$ cat src/rtl/nemu_pkg.sv
// nemu_pkg: shared types and helpers for the NEMU run-phase sequencer.
//   nemu_phase_t : run phase encoding (IDLE, WARMUP, MEASURE, DRAIN, DONE)
//   NEMU_TS_W    : width of timestamps and packet counters
//   nemu_sat_add : unsigned add that clamps at all-ones instead of wrapping
package nemu_pkg;

  localparam int unsigned NEMU_TS_W = 32;

  typedef enum logic [2:0] {
    IDLE    = 3'd0,
    WARMUP  = 3'd1,
    MEASURE = 3'd2,
    DRAIN   = 3'd3,
    DONE    = 3'd4
  } nemu_phase_t;

  function automatic logic [NEMU_TS_W-1:0] nemu_sat_add(
    input logic [NEMU_TS_W-1:0] a,
    input logic [NEMU_TS_W-1:0] b
  );
    logic [NEMU_TS_W:0] sum;
    sum = {1'b0, a} + {1'b0, b};
    return sum[NEMU_TS_W] ? {NEMU_TS_W{1'b1}} : sum[NEMU_TS_W-1:0];
  endfunction

endpackage

$ cat src/rtl/nemu_traffic_controller_if.sv
// nemu_traffic_controller_if: bundle between the sequencer and the
// network / packet sources.
//   i_start      : run start request
//   i_tx_valid/ts: packets accepted by the network, with their timestamps
//   i_rx_valid/ts: packets delivered by the network, with their timestamps
//   i_src_empty  : packet-source FIFO empty flags
//   o_*          : timestamp, source enables, phase, counters, done/timeout
// Modports: slave = sequencer side, master = network/testbench side.
interface nemu_traffic_controller_if #(
  parameter int PORTS = 4
);
  import nemu_pkg::*;

  logic                                i_start;
  logic [PORTS-1:0]                    i_tx_valid;
  logic [PORTS-1:0][NEMU_TS_W-1:0]     i_tx_ts;
  logic [PORTS-1:0]                    i_rx_valid;
  logic [PORTS-1:0][NEMU_TS_W-1:0]     i_rx_ts;
  logic [PORTS-1:0]                    i_src_empty;
  logic [NEMU_TS_W-1:0]                o_timestamp;
  logic [PORTS-1:0]                    o_src_enable;
  nemu_phase_t                         o_state;
  logic [NEMU_TS_W-1:0]                o_injected;
  logic [NEMU_TS_W-1:0]                o_delivered;
  logic                                o_done;
  logic                                o_timeout;

  modport slave (
    input  i_start, i_tx_valid, i_tx_ts, i_rx_valid, i_rx_ts, i_src_empty,
    output o_timestamp, o_src_enable, o_state, o_injected, o_delivered,
           o_done, o_timeout
  );

  modport master (
    output i_start, i_tx_valid, i_tx_ts, i_rx_valid, i_rx_ts, i_src_empty,
    input  o_timestamp, o_src_enable, o_state, o_injected, o_delivered,
           o_done, o_timeout
  );

endinterface

$ cat src/rtl/nemu_popcount.sv
// nemu_popcount: combinational count of set bits.
//   i_bits  : WIDTH-bit input vector
//   o_count : number of ones in i_bits
module nemu_popcount #(
  parameter int WIDTH = 4
) (
  input  logic [WIDTH-1:0]            i_bits,
  output logic [$clog2(WIDTH+1)-1:0]  o_count
);

  localparam int CW = $clog2(WIDTH + 1);

  // Sum the input bits one at a time.
  always_comb begin
    o_count = '0;
    for (int i = 0; i < WIDTH; i++) begin
      o_count = o_count + CW'(i_bits[i]);
    end
  end

endmodule

$ cat src/rtl/nemu_traffic_controller.sv
// nemu_traffic_controller: run-phase sequencer for the NEMU traffic
// generators. Owns the global timestamp, gates the packet sources through
// WARMUP / MEASURE / DRAIN / DONE and counts measurement-window packets.
//   i_clk   : clock
//   reset_n : asynchronous active-low reset
//   bus     : slave side of nemu_traffic_controller_if (start, tx/rx events,
//             source-empty flags in; timestamp, enables, phase, counters,
//             done and timeout out; all outputs registered)
module nemu_traffic_controller
  import nemu_pkg::*;
#(
  parameter int          PORTS          = 4,
  parameter int unsigned WARMUP_CYCLES  = 600,
  parameter int unsigned MEASURE_CYCLES = 10000,
  parameter int unsigned DRAIN_TIMEOUT  = 20000
) (
  input  logic                     i_clk,
  input  logic                     reset_n,
  nemu_traffic_controller_if.slave bus
);

  localparam int CW = $clog2(PORTS + 1);
  localparam logic [NEMU_TS_W-1:0] WARMUP_LAST  = WARMUP_CYCLES - 32'd1;
  localparam logic [NEMU_TS_W-1:0] MEASURE_LAST = MEASURE_CYCLES - 32'd1;
  localparam logic [NEMU_TS_W-1:0] DRAIN_LAST   = DRAIN_TIMEOUT - 32'd1;
  localparam logic [NEMU_TS_W-1:0] WINDOW_LEN   = MEASURE_CYCLES;

  nemu_phase_t          r_state;
  nemu_phase_t          w_next_state;
  logic [NEMU_TS_W-1:0] r_phase_cnt;
  logic [NEMU_TS_W-1:0] r_timestamp;
  logic [NEMU_TS_W-1:0] r_win_start;
  logic [NEMU_TS_W-1:0] r_injected;
  logic [NEMU_TS_W-1:0] r_delivered;
  logic [CW-1:0]        r_tx_cnt;
  logic [CW-1:0]        r_rx_cnt;
  logic [CW-1:0]        w_tx_cnt;
  logic [CW-1:0]        w_rx_cnt;
  logic [PORTS-1:0]     w_tx_hit;
  logic [PORTS-1:0]     w_rx_hit;
  logic [PORTS-1:0]     r_src_enable;
  logic [PORTS-1:0]     w_src_enable_next;
  logic                 r_done;
  logic                 w_done_next;
  logic                 r_timeout;
  logic                 w_start_ok;
  logic                 w_counting;
  logic                 w_complete;

  assign w_start_ok = bus.i_start && ((r_state == IDLE) || (r_state == DONE));
  assign w_counting = (r_state == MEASURE) || (r_state == DRAIN);
  // Uses the registered counters, so a final delivery still sitting in the
  // popcount stage cannot end the drain early by more than the pipeline.
  assign w_complete = (r_delivered == r_injected) && (&bus.i_src_empty);

  // Per-port in-window qualification; the unsigned difference tolerates wrap.
  always_comb begin
    w_tx_hit = '0;
    w_rx_hit = '0;
    for (int p = 0; p < PORTS; p++) begin
      w_tx_hit[p] = bus.i_tx_valid[p] && w_counting &&
                    ((bus.i_tx_ts[p] - r_win_start) < WINDOW_LEN);
      w_rx_hit[p] = bus.i_rx_valid[p] && w_counting &&
                    ((bus.i_rx_ts[p] - r_win_start) < WINDOW_LEN);
    end
  end

  nemu_popcount #(.WIDTH(PORTS)) u_tx_popcount (.i_bits(w_tx_hit), .o_count(w_tx_cnt));
  nemu_popcount #(.WIDTH(PORTS)) u_rx_popcount (.i_bits(w_rx_hit), .o_count(w_rx_cnt));

  // Phase state register.
  always_ff @(posedge i_clk or negedge reset_n) begin
    if (!reset_n) begin
      r_state <= IDLE;
    end else begin
      r_state <= w_next_state;
    end
  end

  // Next-phase decision; completion takes priority over the drain timeout.
  always_comb begin
    w_next_state = r_state;
    case (r_state)
      IDLE, DONE: begin
        if (bus.i_start) w_next_state = WARMUP;
        else             w_next_state = r_state;
      end
      WARMUP: begin
        if (r_phase_cnt == WARMUP_LAST) w_next_state = MEASURE;
        else                            w_next_state = WARMUP;
      end
      MEASURE: begin
        if (r_phase_cnt == MEASURE_LAST) w_next_state = DRAIN;
        else                             w_next_state = MEASURE;
      end
      DRAIN: begin
        if (w_complete || (r_phase_cnt == DRAIN_LAST)) w_next_state = DONE;
        else                                           w_next_state = DRAIN;
      end
      default: w_next_state = IDLE;
    endcase
  end

  // Output decode from the upcoming phase so the registered outputs track it.
  always_comb begin
    w_src_enable_next = '0;
    w_done_next       = 1'b0;
    case (w_next_state)
      WARMUP, MEASURE: w_src_enable_next = {PORTS{1'b1}};
      DONE:            w_done_next       = 1'b1;
      default: begin
        w_src_enable_next = '0;
        w_done_next       = 1'b0;
      end
    endcase
  end

  // Registered outputs, timestamp, phase counter, window base and counters.
  always_ff @(posedge i_clk or negedge reset_n) begin
    if (!reset_n) begin
      r_src_enable <= '0;
      r_done       <= 1'b0;
      r_timestamp  <= '0;
      r_phase_cnt  <= '0;
      r_win_start  <= '0;
      r_injected   <= '0;
      r_delivered  <= '0;
      r_tx_cnt     <= '0;
      r_rx_cnt     <= '0;
      r_timeout    <= 1'b0;
    end else begin
      r_src_enable <= w_src_enable_next;
      r_done       <= w_done_next;
      r_timestamp  <= r_timestamp + 32'd1;

      if (w_next_state != r_state) r_phase_cnt <= '0;
      else                         r_phase_cnt <= r_phase_cnt + 32'd1;

      // Base is the timestamp seen during the first MEASURE cycle.
      if ((r_state == WARMUP) && (w_next_state == MEASURE)) r_win_start <= r_timestamp + 32'd1;
      else                                                  r_win_start <= r_win_start;

      if (w_start_ok) begin
        r_injected  <= '0;
        r_delivered <= '0;
        r_tx_cnt    <= '0;
        r_rx_cnt    <= '0;
        r_timeout   <= 1'b0;
      end else begin
        r_injected  <= nemu_sat_add(r_injected, NEMU_TS_W'(r_tx_cnt));
        r_delivered <= nemu_sat_add(r_delivered, NEMU_TS_W'(r_rx_cnt));
        r_tx_cnt    <= w_tx_cnt;
        r_rx_cnt    <= w_rx_cnt;
        if ((r_state == DRAIN) && (w_next_state == DONE) && !w_complete) r_timeout <= 1'b1;
        else                                                             r_timeout <= r_timeout;
      end
    end
  end

  assign bus.o_timestamp  = r_timestamp;
  assign bus.o_src_enable = r_src_enable;
  assign bus.o_state      = r_state;
  assign bus.o_injected   = r_injected;
  assign bus.o_delivered  = r_delivered;
  assign bus.o_done       = r_done;
  assign bus.o_timeout    = r_timeout;

endmodule

$ cat src/flat_wrapper.sv
// flat-port wrapper written by rule: the top's interface ports become plain ports
module nemu_traffic_controller_flat import nemu_pkg::*;
#(
  parameter int          PORTS          = 4,
  parameter int unsigned WARMUP_CYCLES  = 600,
  parameter int unsigned MEASURE_CYCLES = 10000,
  parameter int unsigned DRAIN_TIMEOUT  = 20000
)
  (i_clk, reset_n, bus_i_start, bus_i_tx_valid, bus_i_tx_ts, bus_i_rx_valid, bus_i_rx_ts, bus_i_src_empty, bus_o_timestamp, bus_o_src_enable, bus_o_state, bus_o_injected, bus_o_delivered, bus_o_done, bus_o_timeout);
  nemu_traffic_controller_if #(.PORTS(PORTS)) bus_i ();
  input  logic i_clk;
  input  logic reset_n;
  input wire logic [$bits(bus_i.i_start)-1:0] bus_i_start;
  input wire logic [$bits(bus_i.i_tx_valid)-1:0] bus_i_tx_valid;
  input wire logic [$bits(bus_i.i_tx_ts)-1:0] bus_i_tx_ts;
  input wire logic [$bits(bus_i.i_rx_valid)-1:0] bus_i_rx_valid;
  input wire logic [$bits(bus_i.i_rx_ts)-1:0] bus_i_rx_ts;
  input wire logic [$bits(bus_i.i_src_empty)-1:0] bus_i_src_empty;
  output wire logic [$bits(bus_i.o_timestamp)-1:0] bus_o_timestamp;
  output wire logic [$bits(bus_i.o_src_enable)-1:0] bus_o_src_enable;
  output wire logic [$bits(bus_i.o_state)-1:0] bus_o_state;
  output wire logic [$bits(bus_i.o_injected)-1:0] bus_o_injected;
  output wire logic [$bits(bus_i.o_delivered)-1:0] bus_o_delivered;
  output wire logic [$bits(bus_i.o_done)-1:0] bus_o_done;
  output wire logic [$bits(bus_i.o_timeout)-1:0] bus_o_timeout;
  assign bus_i.i_start = bus_i_start;
  assign bus_i.i_tx_valid = bus_i_tx_valid;
  assign bus_i.i_tx_ts = bus_i_tx_ts;
  assign bus_i.i_rx_valid = bus_i_rx_valid;
  assign bus_i.i_rx_ts = bus_i_rx_ts;
  assign bus_i.i_src_empty = bus_i_src_empty;
  assign bus_o_timestamp = bus_i.o_timestamp;
  assign bus_o_src_enable = bus_i.o_src_enable;
  assign bus_o_state = bus_i.o_state;
  assign bus_o_injected = bus_i.o_injected;
  assign bus_o_delivered = bus_i.o_delivered;
  assign bus_o_done = bus_i.o_done;
  assign bus_o_timeout = bus_i.o_timeout;
  nemu_traffic_controller #(.PORTS(PORTS), .WARMUP_CYCLES(WARMUP_CYCLES), .MEASURE_CYCLES(MEASURE_CYCLES), .DRAIN_TIMEOUT(DRAIN_TIMEOUT)) u_core (.i_clk(i_clk), .reset_n(reset_n), .bus(bus_i));
endmodule
$ cat config.mk
export PLATFORM = sky130hd
export DESIGN_NAME = nemu_traffic_controller_flat
export DESIGN_NICKNAME = d
export VERILOG_FILES = /design/src/rtl/nemu_pkg.sv /design/src/rtl/nemu_traffic_controller_if.sv /design/src/rtl/nemu_popcount.sv /design/src/rtl/nemu_traffic_controller.sv /design/src/flat_wrapper.sv
export SDC_FILE = /design/constraint.sdc
export NUM_CORES = 1
export LEC_CHECK = 0
export CAP_MARGIN = 20
export CORE_MARGIN = 10
export CORE_UTILIZATION = 50
export DETAILED_ROUTE_END_ITERATION = 10
export PLACE_DENSITY = 0.87
export SYNTH_ARGS = -nofsm -noshare
export SYNTH_HDL_FRONTEND = slang
export SYNTH_SLANG_ARGS = --single-unit
export TNS_END_PERCENT = 100
$ cat constraint.sdc
create_clock -name i_clk -period 5.7 [get_ports i_clk]
set_input_delay 0.855 -clock i_clk [delete_from_list [all_inputs] [get_ports i_clk]]
set_output_delay 0.855 -clock i_clk [all_outputs]
set_load 0.02 [all_outputs]
Word-level counts from Yosys, hierarchy flattened

Index checks and enable logic that the tools add are counted.
Widths: inputs -> output; s select.

Magnitude comparators: 8
$add $sub $neg: 18
Equality and inequality tests: 12
Reductions and logical operators: 30
Mux-type cells: 16

Operators by type and width:

| operator              | number |
|---|---|
| $lt 32x14->1 const B  | 8 |
| $sub 32x32->32        | 8 |
| $mux 32               | 5 |
| $add 32x3->33         | 2 |
| $add 32x1->32 const B | 2 |
| $eq 32x10->1 const B  | 1 |
| $eq 32x14->1 const B  | 1 |
| $eq 32x15->1 const B  | 1 |
| $eq 32x32->1          | 1 |
| $logic_and 1x1->1     | 21 |
| $mux 3                | 4 |
| $pmux 3 s4            | 1 |
| $eq 3x2->1 const B    | 3 |
| $add 2x1->3           | 2 |
| $add 3x1->3           | 2 |
| $eq 3x1->1 const B    | 2 |
| $eq 3x3->1 const B    | 2 |
| $add 1x1->2           | 2 |
| $mux 1                | 4 |
| $mux 4                | 1 |
| $reduce_and 4->1      | 1 |
| $reduce_or 2->1       | 2 |
| $logic_not 3->1       | 1 |
| $logic_or 1x1->1      | 3 |
| 4 further kinds       | 4 |

Input port bits: 271
Word-level logic and storage cells: 95
Bits in registers: 175

Longest topological paths before layout

Gate-level depths: netlist of the first run.

Depth after elaboration: 10
Gate-level depth with buffers: 19
Depth with buffers taken out: 18

Cells and area by module

Synthesis of the first run repeated with hierarchy kept, for this count alone.

Cells, all modules: 2651
Area, all modules: 20968.9 um^2

Modules (own cells, without submodules):

| module                  | instances | cells an instance | area each (um^2) | sequential area each (um^2) |
|---|---|---|---|---|
| nemu_traffic_controller | 1         | 2635              | 20841.2          | 4304.1 |
| nemu_popcount           | 2         | 8                 | 63.8             | 0.0 |

Least setup slack after synthesis of the first run

No wires, ideal clock.

Path type: input port to flip-flop
Start: input port bus_i_rx_ts[15]
End: register u_core.r_rx_cnt[1]
Stages: 17
Data required time: 5568 ps
Setup slack: 860 ps
Arrival time: 4708 ps
Cell sequence: ha_1 clkbuf_1 a211oi_1 nor2_1 o41ai_1 a31o_2 a41o_1 o21ai_0 a31o_2 xnor2_1 nand2_1 or4_1 a211oi_1 fa_1 ha_1 ha_1 nor2b_1

Word-level cells in the longest chain between the ends: 7

Ends and longest elaborated chain:

| element              | RTL line                       | text |
|---|---|---|
| start, declared      | flat_wrapper.sv:17             | `input wire logic [$bits(bus_i.i_rx_ts)-1:0] bus_i_rx_ts;` |
| $sub 32x32->32       | nemu_traffic_controller.sv:64  | `((bus.i_rx_ts[p] - r_win_start) < WINDOW_LEN);` |
| $lt 32x14->1         | nemu_traffic_controller.sv:64  |  |
| $logic_and 1x1->1    | nemu_traffic_controller.sv:63  | `w_rx_hit[p] = bus.i_rx_valid[p] && w_counting &&` |
| $add 1x1->2          | nemu_popcount.sv:17            | `o_count = o_count + CW'(i_bits[i]);` |
| $add 2x1->3          | nemu_popcount.sv:17            |  |
| $add 3x1->3          | nemu_popcount.sv:17            |  |
| $mux 3               | nemu_traffic_controller.sv:143 | `if (w_start_ok) begin` |
| end signal, assigned | nemu_traffic_controller.sv:153 | `r_rx_cnt <= w_rx_cnt;` |
| end, declared        | nemu_traffic_controller.sv:36  | `logic [CW-1:0] r_rx_cnt;` |

Every way passes these cells.
A chain may end at the register's enable or synchronous reset.

Final worst setup path of the first run

Start: input port bus_i_rx_ts[65]
End: register u_core.r_rx_cnt[1]

Word-level cells in the longest chain between the ends: 6

Ends and longest elaborated chain:

| element           | RTL line |
|---|---|
| $sub 32x32->32    | nemu_traffic_controller.sv:64 |
| $lt 32x14->1      | nemu_traffic_controller.sv:64 |
| $logic_and 1x1->1 | nemu_traffic_controller.sv:63 |
| $add 2x1->3       | nemu_popcount.sv:17 |
| $add 3x1->3       | nemu_popcount.sv:17 |
| $mux 3            | nemu_traffic_controller.sv:143 |

Every way passes these cells.

==> out/summary.txt, run 1 <==
===========================================================================
Status                                                            completed
Worst setup SP type                                            primary input
Total setup violations reported at the end of the flow                    0
Total wirelength of the detailed-routed design                      75.9 mm
Number of instances in the synthesized netlist                        2,537
Pre-antenna DRT Iters                                                     6
Post_cts resized                                                          0
Slew at the pin with the worst max-slew slack                       1.19 ns
DRC violation count after routing                                         0
Number of filler instances in the final layout                        3,430
Path type of the worst min-delay path                          flop to flop
CTS tree                                                               done
Internal Power                                                    0.00243 W
Synth Net Count                                                       3,064
CP max FO                                                                 4
VDD IR max                                                       0.000210 V
Share of power burned in registers                                    35.7%
Die Outline Area                                                0.0488 mm^2
Power share of the combinational group                                33.3%
Number of levels in the clock H-tree                                      4
Reported net switching power                                      0.00119 W
Tcrit/Tclk final                                                      92.9%
Final Core Density                                                    63.6%
Starting density of the core                                          50.7%
Antenna violations before repair                                         34
Number of distinct library cells after synthesis                         85
Worst path arrival time                                             5.60 ns
Number of flops mapped to enable cells by yosys                           0
Total Neg Setup Slack                                                  0 ns
Std cell rows                                                            73
RD Place Congestion                                                    1.02
Core Footprint                                                  0.0398 mm^2
Post-synth top flop                                            sky130_fd_sc_hd__dfrtp_1
Total via count in the routed design                                 21,900
Required time of the critical path                                  6.01 ns
Final routed wire length divided by cell count                      21.8 um
Die W                                                                221 um
Number of buffers created by CTS                                         17
Sequential element share of the synthesized area                      21.3%
Root Driver                                                    sky130_fd_sc_hd__clkbuf_16
Post-CTS repair timing setup buffer count                                 0
Post-synthesis area per instance                                  7.96 um^2
Global-route wire length before repair                               116 mm
Cts hold-fix bufs                                                         0
Setup repair after global routing missed its margin                   false
Count of pins over their slew limit                                       0
Global-route total usage across every layer                           29.2%
Minimum clock period                                                5.29 ns
Antenna-violating nets left                                               0
Share of post-route cells with drive strength above 1                 4.04%
Leading cell type in the layout, fill and taps excluded        sky130_fd_sc_hd__clkdlybuf4s50_1
Area grow syn2layout                                                  25.3%
Global route overflow                                                     0
Final Hold Vio Count                                                      0
Clock tree sinks                                                        172
Leakage component of the power                                      10.6 nW
Routed via count divided by cell count                                 6.28
Max cap viols                                                             0
Endpoint type of the worst setup path                                  flop
Via count of the first global-routing pass                           20,900
Worst clock skew on the final layout                              0.0119 ns
Number of DRC markers in iteration 0                                  2,437
PD cells                                                        143 mW/mm^2
Clock network power share                                             31.0%
Die span in y                                                        221 um
Switching share of power                                              32.9%
Port Buf Inserts                                                        375
Post-layout nets                                                      3,435
Commonest cells after routing, fill and taps aside             sky130_fd_sc_hd__clkdlybuf4s50_1, sky130_fd_sc_hd__a21oi_1, sky130_fd_sc_hd__ha_1, sky130_fd_sc_hd__nor2_1, sky130_fd_sc_hd__nand2_1
Worst-Skew Late Latency                                             0.45 ns
Post-route cell area                                            0.0253 mm^2
Half-perimeter wire length after placement                          61.1 mm
Critical Setup Path Class                                      primary input to flop
Maximum number of pins on one net before global-route repair            110
Number of register bits inferred by synthesis                           172
CTS clock-pin slew for the worst setup and hold paths               0.07 ns
Highest achievable clock rate                                     0.189 GHz
IO Pins                                                                 376
Syn Std Cell Area                                               0.0202 mm^2
Longest Clk Path Bufs                                                     2
Synthesis Warnings                                                        0
Total placed instance area                                      0.0247 mm^2
Max-Slew Margin vs Limit                                              20.9%
Share of flip-flops with an asynchronous set or reset                  100%
===========================================================================
[routing by layer]
layer / part of all wire [%] / routed length, um / GRT usage, % / vias to the layer above
met3: 7.8 / 5930 / 4.81 / 181
met4: 4.3 / 3230 / 15.8 / 2
met5: 0.014 / 11 / 0 / -
met1: 41 / 31400 / 36.8 / 10400
met2: 47 / 35400 / 47.0 / 1084
li1: - / - / - / 10200
[worst paths after layout]
kind / start / endpoint / slack (ns) / cells after the start
min in group asynchronous: reset_n / u_core.bus.o_timestamp[4] / 0.52 / 1
max reg2reg: u_core.r_win_start[1] / u_core.r_rx_cnt[1] / 0.42 / 17
max in group asynchronous: reset_n / u_core.bus.o_delivered[28] / 3.90 / 2
min: u_core.r_phase_cnt[0] / u_core.r_phase_cnt[0] / 0.45 / 1
min reg2reg: u_core.r_phase_cnt[0] / u_core.r_phase_cnt[0] / 0.45 / 1
max: bus_i_rx_ts[65] / u_core.r_rx_cnt[1] / 0.41 / 17
[metrics by stage]
stage | hold slack [ns] | cells | power [W] | setup WS, ns
after global routing | 0.484 | 3478 | 0.00378 | 0.0910
after global placement | 0.440 | 3414 | 0.00245 | 0.113
after CTS | 0.458 | 3446 | 0.00359 | 0.547
after floorplan | 0.425 | 2537 | 0.00201 | 0.860
final | 0.455 | 3481 | 0.00361 | 0.407
after detailed placement | 0.449 | 3414 | 0.00248 | 0.101
[cells by family after synthesis]
kind of cell,synth area share [%]
fa+ha+maj,16.0
simple gates,21.9
flops,21.3
mux,1.79
xor+xnor,10.2
compound gates,25.4
buf+inv,3.35
[flip-flops by register name (all words and copies together) (netlist names), 3 cells and up]
signal	cells
u_core.bus.o_delivered	32
u_core.bus.o_injected	32
u_core.bus.o_timestamp	32
u_core.r_phase_cnt	32
u_core.r_win_start	32
u_core.bus.o_state	3
u_core.r_rx_cnt	3
u_core.r_tx_cnt	3
[area by class of cell]
class	count	area (um^2)	share of cell area, %
multi-input combinational	2188	15200	60.1
sequential	172	4300	17.0
timing repair buffer	416	4060	16.0
tap	525	657	2.59
clock buffer	23	478	1.89
inverter	113	424	1.68
antenna	35	87.6	0.346
clock inverter	9	76.3	0.301
[critical path, stage by stage]
cell and delay (ns):
sky130_fd_sc_hd__clkdlybuf4s50_1 0.41, sky130_fd_sc_hd__ha_1 0.33, sky130_fd_sc_hd__a2111oi_4 0.42, sky130_fd_sc_hd__nor4b_1 0.13, sky130_fd_sc_hd__o31ai_1 0.52, sky130_fd_sc_hd__a21oi_1 0.22, sky130_fd_sc_hd__a2111oi_4 0.45, sky130_fd_sc_hd__o21bai_1 0.15
sky130_fd_sc_hd__nor3_1 0.20, sky130_fd_sc_hd__a31oi_1 0.06, sky130_fd_sc_hd__a2111o_1 0.28, sky130_fd_sc_hd__nor4_1 0.37, sky130_fd_sc_hd__buf_4 0.20, sky130_fd_sc_hd__fa_1 0.42, sky130_fd_sc_hd__ha_1 0.22, sky130_fd_sc_hd__ha_1 0.26
sky130_fd_sc_hd__nor2b_1 0.12
[power groups by stage]
stage / Sequential (W) / Clock (W) / Combinational (W)
6_report: 0.00129 / 0.00112 / 0.00120
2_1_floorplan: 0.00133 / 0 / 0.000689
3_3_place_gp: 0.00131 / 0 / 0.00114
5_1_grt: 0.00129 / 0.00119 / 0.00130
3_5_place_dp: 0.00131 / 0 / 0.00117
4_1_cts: 0.00129 / 0.00113 / 0.00118
[synth_stat cells, types with 9 or more instances]
library cell / instances / area share, %
sky130_fd_sc_hd__dfrtp_1: 172 / 21
sky130_fd_sc_hd__and4_1: 10 / 0.43
sky130_fd_sc_hd__a221oi_1: 10 / 0.43
sky130_fd_sc_hd__o21a_1: 25 / 0.93
sky130_fd_sc_hd__o31ai_1: 16 / 0.59
sky130_fd_sc_hd__xor2_1: 123 / 5.3
sky130_fd_sc_hd__nor2_1: 229 / 4.3
sky130_fd_sc_hd__xnor2_1: 113 / 4.9
sky130_fd_sc_hd__nor3b_1: 9 / 0.33
sky130_fd_sc_hd__inv_1: 113 / 2.1
sky130_fd_sc_hd__or4_1: 9 / 0.33
sky130_fd_sc_hd__a311oi_1: 9 / 0.39
sky130_fd_sc_hd__nor2b_1: 38 / 1.2
sky130_fd_sc_hd__nand4_1: 50 / 1.5
sky130_fd_sc_hd__a21o_1: 98 / 3.6
sky130_fd_sc_hd__or3_1: 16 / 0.50
sky130_fd_sc_hd__a31oi_1: 30 / 0.93
sky130_fd_sc_hd__a2111oi_0: 11 / 0.48
sky130_fd_sc_hd__and3_1: 53 / 1.6
sky130_fd_sc_hd__and2_1: 18 / 0.56
sky130_fd_sc_hd__a21boi_0: 10 / 0.37
sky130_fd_sc_hd__mux2_2: 9 / 0.50
sky130_fd_sc_hd__nand2_1: 188 / 3.5
sky130_fd_sc_hd__a21oi_1: 262 / 6.5
sky130_fd_sc_hd__o211ai_1: 19 / 0.71
sky130_fd_sc_hd__nand3_1: 91 / 2.3
sky130_fd_sc_hd__nand2b_1: 37 / 1.1
sky130_fd_sc_hd__nor3_1: 61 / 1.5
sky130_fd_sc_hd__a211oi_1: 32 / 1.2
sky130_fd_sc_hd__nor4_1: 33 / 1.0
sky130_fd_sc_hd__o21bai_1: 24 / 0.89
sky130_fd_sc_hd__o2111ai_1: 13 / 0.56
sky130_fd_sc_hd__o221ai_1: 11 / 0.48
sky130_fd_sc_hd__mux2i_1: 26 / 1.3
sky130_fd_sc_hd__o21ai_0: 114 / 2.8
sky130_fd_sc_hd__ha_1: 252 / 16
sky130_fd_sc_hd__a31o_2: 10 / 0.43
sky130_fd_sc_hd__clkbuf_1: 60 / 1.1
Note: power is estimated with default switching activity, not from simulation.
==> inputs of run 2 (changes only) <==
--- a/config.mk
+++ b/config.mk
@@ -9,7 +9,8 @@
 export CORE_MARGIN = 10
 export CORE_UTILIZATION = 50
 export DETAILED_ROUTE_END_ITERATION = 10
-export PLACE_DENSITY = 0.87
+export DONT_BUFFER_PORTS = 1
+export PLACE_DENSITY = 0.75
 export SYNTH_ARGS = -nofsm -noshare
 export SYNTH_HDL_FRONTEND = slang
 export SYNTH_SLANG_ARGS = --single-unit
==> run 2 against run 1 <==
  * Clock power is 9.8% higher
  * Largest power group unchanged
  * Critical path depth is 1 higher
  * Via count is 8.9% lower
  * Critical path type is now flop to flop
  * Cell count is 11% lower
  * Sequential cell count stayed put
  * Die area stayed put
==> out/summary.txt, run 2 (synthesis gave the netlist of run 1 again) <==
===========================================================================
Commonest cells after routing, fill and taps aside             sky130_fd_sc_hd__a21oi_1, sky130_fd_sc_hd__ha_1, sky130_fd_sc_hd__nor2_1, sky130_fd_sc_hd__nand2_1, sky130_fd_sc_hd__dfrtp_1
Core Footprint                                                  0.0398 mm^2   unchanged
Instance count after placement with tap cells included                3,029   -11%
Number of filler instances in the final layout                        3,756   +9.5%
Post-route cell area                                            0.0215 mm^2   -15%
Die Outline Area                                                0.0488 mm^2   unchanged
RD Place Congestion                                                   0.999   -1.7%
Area grow syn2layout                                                  6.50%
Worst-case hold slack                                             0.0604 ns   -0.394 ns
Slew at the pin with the worst max-slew slack                       1.05 ns   -0.134 ns
CP max FO                                                                 9   +5
CP peak stage delay                                                 0.61 ns   +0.09 ns
CTS tree                                                               done
PD cells                                                        159 mW/mm^2   +11%
CP bufs+invs                                                              2   unchanged
Number of buffers created by CTS                                         17   unchanged
Maximum number of pins on one net before global-route repair            173   +57%
Critical Setup Path Class                                      flop to flop
Final Hold Vio Count                                                      0   unchanged
Global-route wire length before repair                               108 mm   -6.8%
Cell at the slowest stage of the critical path                 sky130_fd_sc_hd__a311oi_1
Share of post-route cells with drive strength above 1                 4.34%   +0.30 points
Antenna violations before repair                                         27   -21%
Total placed instance area                                      0.0208 mm^2   -16%
Final routed wire length divided by cell count                      23.0 um   +5.6%
Total Neg Setup Slack                                                  0 ns   unchanged
Post-CTS repair timing setup buffer count                                 0   unchanged
Clock tree sinks                                                        172   unchanged
Port Buf Inserts                                                          0   -100%
Final cell count without fillers                                      3,086   -11%
Total via count in the routed design                                 19,900   -8.9%
Post-layout nets                                                      3,050   -11%
Worst setup SP type                                                    flop
Worst clock skew on the final layout                              0.0250 ns   +0.0131 ns
Setup repair after global routing missed its margin                   false
Tcrit/Tclk final                                                      93.7%   +0.87 points
Highest achievable clock rate                                     0.187 GHz   -0.93%
Global-route total usage across every layer                           27.5%   -1.7 points
Crit path cell chain                                           inv_1 > ha_1 > a21o_1 > a21oi_1 > nor2b_1 > a311oi_1 > a21oi_1 > a311oi_1 > o21ai_0 > a21oi_1 > mux2_2 > nor4_1 > nand4_1 > fa_1 > inv_1 > ha_1 > ha_1 > nor2b_1
Endpoint type of the worst setup path                                  flop
Die span in y                                                        221 um   unchanged
Post_cts resized                                                          0   unchanged
CTS clock-pin slew for the worst setup and hold paths               0.08 ns   about the same
Via count of the first global-routing pass                           18,800   -10%
Pre-antenna DRT Iters                                                     6   unchanged
Global route overflow                                                     0   unchanged
Path type of the worst min-delay path                          primary input to async pin
Required time of the critical path                                  6.03 ns   +0.02 ns
Starting density of the core                                          50.7%   unchanged
Final Core Density                                                    54.0%   -9.5 points
Count of pins over their slew limit                                       0   unchanged
Minimum clock period                                                5.34 ns   +0.0495 ns
Leakage component of the power                                      9.14 nW   -14%
VDD IR max                                                       0.000295 V   +40%
Cts hold-fix bufs                                                         0   unchanged
Worst path arrival time                                             5.67 ns   +0.07 ns
Total wirelength of the detailed-routed design                      71.1 mm   -6.4%
Top Family by Delay on Critical Path                           compound AO/OA/AOI/OAI gates
Antenna-violating nets left                                               0   unchanged
Root Driver                                                    sky130_fd_sc_hd__clkbuf_16
Die W                                                                221 um   unchanged
Max cap viols                                                             0   unchanged
Worst-Skew Late Latency                                             0.48 ns   +0.03 ns
IO Pins                                                                 376   unchanged
Std cell rows                                                            73   unchanged
Number of levels in the clock H-tree                                      4   unchanged
Total setup violations reported at the end of the flow                    0   unchanged
Leading cell type in the layout, fill and taps excluded        sky130_fd_sc_hd__a21oi_1
Longest Clk Path Bufs                                                     2   unchanged
Routed via count divided by cell count                                 6.45   +2.7%
Max-Slew Margin vs Limit                                              29.7%   +8.8 points
Status                                                            completed
Number of DRC markers in iteration 0                                  2,004   -18%
Half-perimeter wire length after placement                          57.4 mm   -5.9%
DRC violation count after routing                                         0   unchanged
===========================================================================
==> run 2: cell types whose count changed in the layout (fill, tap and decap cells not counted) <==
cell and delta:
sky130_fd_sc_hd__clkinv_4 +2, sky130_fd_sc_hd__clkbuf_8 -2, sky130_fd_sc_hd__clkinv_8 +2, sky130_fd_sc_hd__buf_4 -10
sky130_fd_sc_hd__clkdlybuf4s50_1 -374, sky130_fd_sc_hd__clkinvlp_4 -2, sky130_fd_sc_hd__buf_6 -1, sky130_fd_sc_hd__inv_6 -2
sky130_fd_sc_hd__bufinv_16 +1, sky130_fd_sc_hd__diode_2 -10, sky130_fd_sc_hd__clkbuf_1 -3, sky130_fd_sc_hd__inv_8 +4
==> run 2: final timing paths <==
check | from | endpoint | slack, ns | cells after the start
hold reg to reg | u_core.r_phase_cnt[0] | u_core.r_phase_cnt[0] | 0.46 | 1
min in group i_clk | u_core.r_phase_cnt[0] | u_core.r_phase_cnt[0] | 0.46 | 1
setup reg to reg | u_core.r_win_start[4] | u_core.r_tx_cnt[1] | 0.36 | 18
setup / recovery | u_core.r_win_start[4] | u_core.r_tx_cnt[1] | 0.36 | 18
max in group asynchronous | reset_n | u_core.bus.o_injected[30] | 5.15 | 0
hold / removal | reset_n | u_core.bus.o_timestamp[1] | 0.06 | 0
==> run 2: worst register-to-register path, delay by kind of cell, from the launching register on <==
family                     cells  cell delay, ns
buffers and inverters          2            0.38
adders and majority gates      4            1.33
DFF                            1            0.36
AOI/OAI and AO/OA              7            2.12
muxes                          1            0.35
and+or+nand+nor                4            0.69
==> run 2: power by group <==
| group | internal (W) | switching, W |
|---|---|---|
| registers | 0.00124 | 0.0000802 |
| clock network | 0.000639 | 0.000590 |
| logic | 0.000377 | 0.000489 |
| total | 0.00226 | 0.00116 |
==> run 2: through the flow <==
| step | power, W | setup WS (ns) |
|---|---|---|
| global route | 0.00358 | 0.160 |
| floorplan | 0.00201 | 0.860 |
| detailed placement | 0.00219 | 0.372 |
| global placement | 0.00216 | 0.489 |
| finish | 0.00342 | 0.358 |
| CTS | 0.00341 | 0.486 |
==> run 2: cell type report <==
cell class	count	area [um^2]	share of cell area (%)
Tap cell	525	657	3.05
Timing Repair Buffer	31	233	1.08
Antenna cell	25	62.6	0.291
Sequential cell	172	4300	20.0
Multi-Input combinational cell	2188	15200	70.8
Clock buffer	18	439	2.04
Clock inverter	14	169	0.785
Inverter	113	424	1.97
==> run 2: routing by layer <==
layer / track usage [%] / wire length [um] / part of all wire (%) / vias to the layer above
met5: 0 / 72 / 0.10 / -
met4: 10.6 / 2140 / 3.0 / 14
met3: 6.83 / 7060 / 9.9 / 123
met2: 44.6 / 33100 / 47 / 788
met1: 34.4 / 28700 / 40 / 9537
li1: - / - / - / 9443
==> inputs of run 3 (changes only) <==
--- a/config.mk
+++ b/config.mk
@@ -11,6 +11,7 @@
 export DETAILED_ROUTE_END_ITERATION = 10
 export DONT_BUFFER_PORTS = 1
 export PLACE_DENSITY = 0.75
+export RECOVER_POWER = 50
 export SYNTH_ARGS = -nofsm -noshare
 export SYNTH_HDL_FRONTEND = slang
 export SYNTH_SLANG_ARGS = --single-unit
==> run 3 against run 2 <==
  * Register-to-register slack barely moved
  * First-iteration DRC count unchanged
  * Wire length is essentially flat
  * Clock power barely moved
  * Die area unchanged
  * Hold slack better by 0.00069 ns
  * Via count barely moved
  * Critical path depth is the same
  * Sequential power hardly changed
  * Critical path type unchanged
==> out/summary.txt, run 3 (synthesis gave the netlist of run 1 again) <==
===========================================================================
Commonest cells after routing, fill and taps aside             sky130_fd_sc_hd__a21oi_1, sky130_fd_sc_hd__ha_1, sky130_fd_sc_hd__nor2_1, sky130_fd_sc_hd__nand2_1, sky130_fd_sc_hd__dfrtp_1
Root Driver                                                    sky130_fd_sc_hd__clkbuf_16
IO Pins                                                                 376   unchanged
RD Place Congestion                                                   0.999   unchanged
Global-route total usage across every layer                           27.5%   unchanged
Die W                                                                221 um   unchanged
Worst reg2reg setup slack                                           0.36 ns   about the same
Global route overflow                                                     0   unchanged
Endpoint type of the worst setup path                                  flop
Total wirelength of the detailed-routed design                      71.1 mm   about the same
Final WS setup                                                     0.359 ns   +0.000540 ns
Minimum clock period                                                5.34 ns   -0.000540 ns
Area grow syn2layout                                                  6.50%   unchanged
Worst-Skew Late Latency                                             0.48 ns   about the same
Final Hold Vio Count                                                      0   unchanged
CP max FO                                                                 9   unchanged
Total via count in the routed design                                 19,900   +0.080%
Die span in y                                                        221 um   unchanged
DRC violation count after routing                                         0   unchanged
Antenna-violating nets left                                               0   unchanged
Total placed instance area                                      0.0208 mm^2   unchanged
Critical Setup Path Class                                      flop to flop
Clock tree sinks                                                        172   unchanged
Slew at the pin with the worst max-slew slack                       1.06 ns   +0.0114 ns
Share of post-route cells with drive strength above 1                 4.34%   unchanged
Starting density of the core                                          50.7%   unchanged
Status                                                            completed
Longest Clk Path Bufs                                                     2   unchanged
PD cells                                                        159 mW/mm^2   about the same
Setup repair after global routing missed its margin                   false
Pre-antenna DRT Iters                                                     5   -1
Std cell rows                                                            73   unchanged
Post-CTS repair timing setup buffer count                                 0   unchanged
Terminus of the critical flop-to-flop path                     u_core.r_tx_cnt[1]
CTS clock-pin slew for the worst setup and hold paths               0.08 ns   about the same
Number of levels in the clock H-tree                                      4   unchanged
Worst clock skew on the final layout                              0.0258 ns   +0.000785 ns
Total Neg Setup Slack                                                  0 ns   unchanged
Maximum number of pins on one net before global-route repair            173   unchanged
Tcrit/Tclk final                                                      93.7%   about the same
Pre-CTS setup slack                                                0.372 ns   unchanged
Reg2reg start                                                  u_core.r_win_start[4]
Depth of the most critical reg-to-reg path                               18   unchanged
Final routed wire length divided by cell count                      23.0 um   about the same
Leading cell type in the layout, fill and taps excluded        sky130_fd_sc_hd__a21oi_1
Global-route wire length before repair                               108 mm   unchanged
Max cap viols                                                             0   unchanged
Max-Slew Margin vs Limit                                              28.9%   -0.76 points
Required time of the critical path                                  6.02 ns   about the same
Post-route cell area                                            0.0215 mm^2   unchanged
Antenna violations before repair                                         27   unchanged
Via count of the first global-routing pass                           18,800   unchanged
Leakage component of the power                                      9.14 nW   about the same
Port Buf Inserts                                                          0   unchanged
CTS tree                                                               done
Worst path arrival time                                             5.67 ns   about the same
Post-layout nets                                                      3,050   unchanged
Number of buffers created by CTS                                         17   unchanged
Cts hold-fix bufs                                                         0   unchanged
Half-perimeter wire length after placement                          57.4 mm   unchanged
Number of filler instances in the final layout                        3,756   unchanged
Core Footprint                                                  0.0398 mm^2   unchanged
Routed via count divided by cell count                                 6.46   about the same
Post_cts resized                                                          0   unchanged
Count of pins over their slew limit                                       0   unchanged
Worst setup SP type                                                    flop
Total setup violations reported at the end of the flow                    0   unchanged
Die Outline Area                                                0.0488 mm^2   unchanged
Path type of the worst min-delay path                          primary input to async pin
VDD IR max                                                       0.000296 V   +0.42%
Highest achievable clock rate                                     0.187 GHz   about the same
Number of DRC markers in iteration 0                                  2,004   unchanged
===========================================================================
==> run 3: worst max-delay path: stages, from the launching register on <==
cell and delay (ns):
sky130_fd_sc_hd__dfrtp_1 0.36, sky130_fd_sc_hd__inv_1 0.34, sky130_fd_sc_hd__ha_1 0.35, sky130_fd_sc_hd__a21o_1 0.17, sky130_fd_sc_hd__a21oi_1 0.13, sky130_fd_sc_hd__nor2b_1 0.06, sky130_fd_sc_hd__a311oi_1 0.61, sky130_fd_sc_hd__a21oi_1 0.24
sky130_fd_sc_hd__a311oi_1 0.53, sky130_fd_sc_hd__o21ai_0 0.22, sky130_fd_sc_hd__a21oi_1 0.21, sky130_fd_sc_hd__mux2_2 0.35, sky130_fd_sc_hd__nor4_1 0.32, sky130_fd_sc_hd__nand4_1 0.18, sky130_fd_sc_hd__fa_1 0.51, sky130_fd_sc_hd__inv_1 0.04
sky130_fd_sc_hd__ha_1 0.19, sky130_fd_sc_hd__ha_1 0.26, sky130_fd_sc_hd__nor2b_1 0.13
==> run 3: power by group <==
| part | switching (W) | total [W] | internal (W) |
|---|---|---|---|
| Clock | 0.000591 | 0.00123 | 0.000639 |
| Sequential | 0.0000801 | 0.00132 | 0.00124 |
| Combinational | 0.000489 | 0.000866 | 0.000377 |
| Total | 0.00116 | 0.00342 | 0.00226 |
==> run 3: cell type report <==
class	count	area, um^2	area share, %
diodes	25	62.6	0.291
clock buffers	18	439	2.04
clock inverters	14	169	0.785
inverters	113	424	1.97
multi-input cells	2188	15200	70.8
flip-flops and latches	172	4300	20.0
well taps	525	657	3.05
repair buffers	31	233	1.08
==> run 3: worst max path at each step <==
stage	start	end	slack, ns	depth (start not counted)
finish	u_core.r_win_start[4]	u_core.r_tx_cnt[1]	0.36	18
CTS	u_core.r_win_start[4]	u_core.r_tx_cnt[1]	0.49	18
global route	u_core.r_win_start[1]	u_core.r_tx_cnt[1]	0.16	17
detailed placement	bus_i_tx_ts[4]	u_core.r_tx_cnt[1]	0.37	17
floorplan	bus_i_rx_ts[15]	u_core.r_rx_cnt[1]	0.86	17
global placement	bus_i_tx_ts[4]	u_core.r_tx_cnt[1]	0.49	17
==> run 3: layer usage <==
metal | vias to the layer above | share of wire [%] | global-route usage (%)
met1 | 9534 | 40 | 34.4
met3 | 123 | 10 | 6.83
met2 | 808 | 46 | 44.6
li1 | 9442 | - | -
met5 | - | 0.10 | 0
met4 | 14 | 3.0 | 10.6
==> run 3: through the flow <==
stage | hold WS [ns] | cells | util (%) | total power, W
6_report | 0.0611 | 3086 | 54.0 | 0.00342
5_1_grt | 0.0579 | 3076 | 54.0 | 0.00358
4_1_cts | 0.0558 | 3061 | 53.9 | 0.00341
3_5_place_dp | 0.452 | 3029 | 52.3 | 0.00219
3_3_place_gp | 0.441 | 3029 | 52.3 | 0.00216
2_1_floorplan | 0.425 | 2537 | - | 0.00201
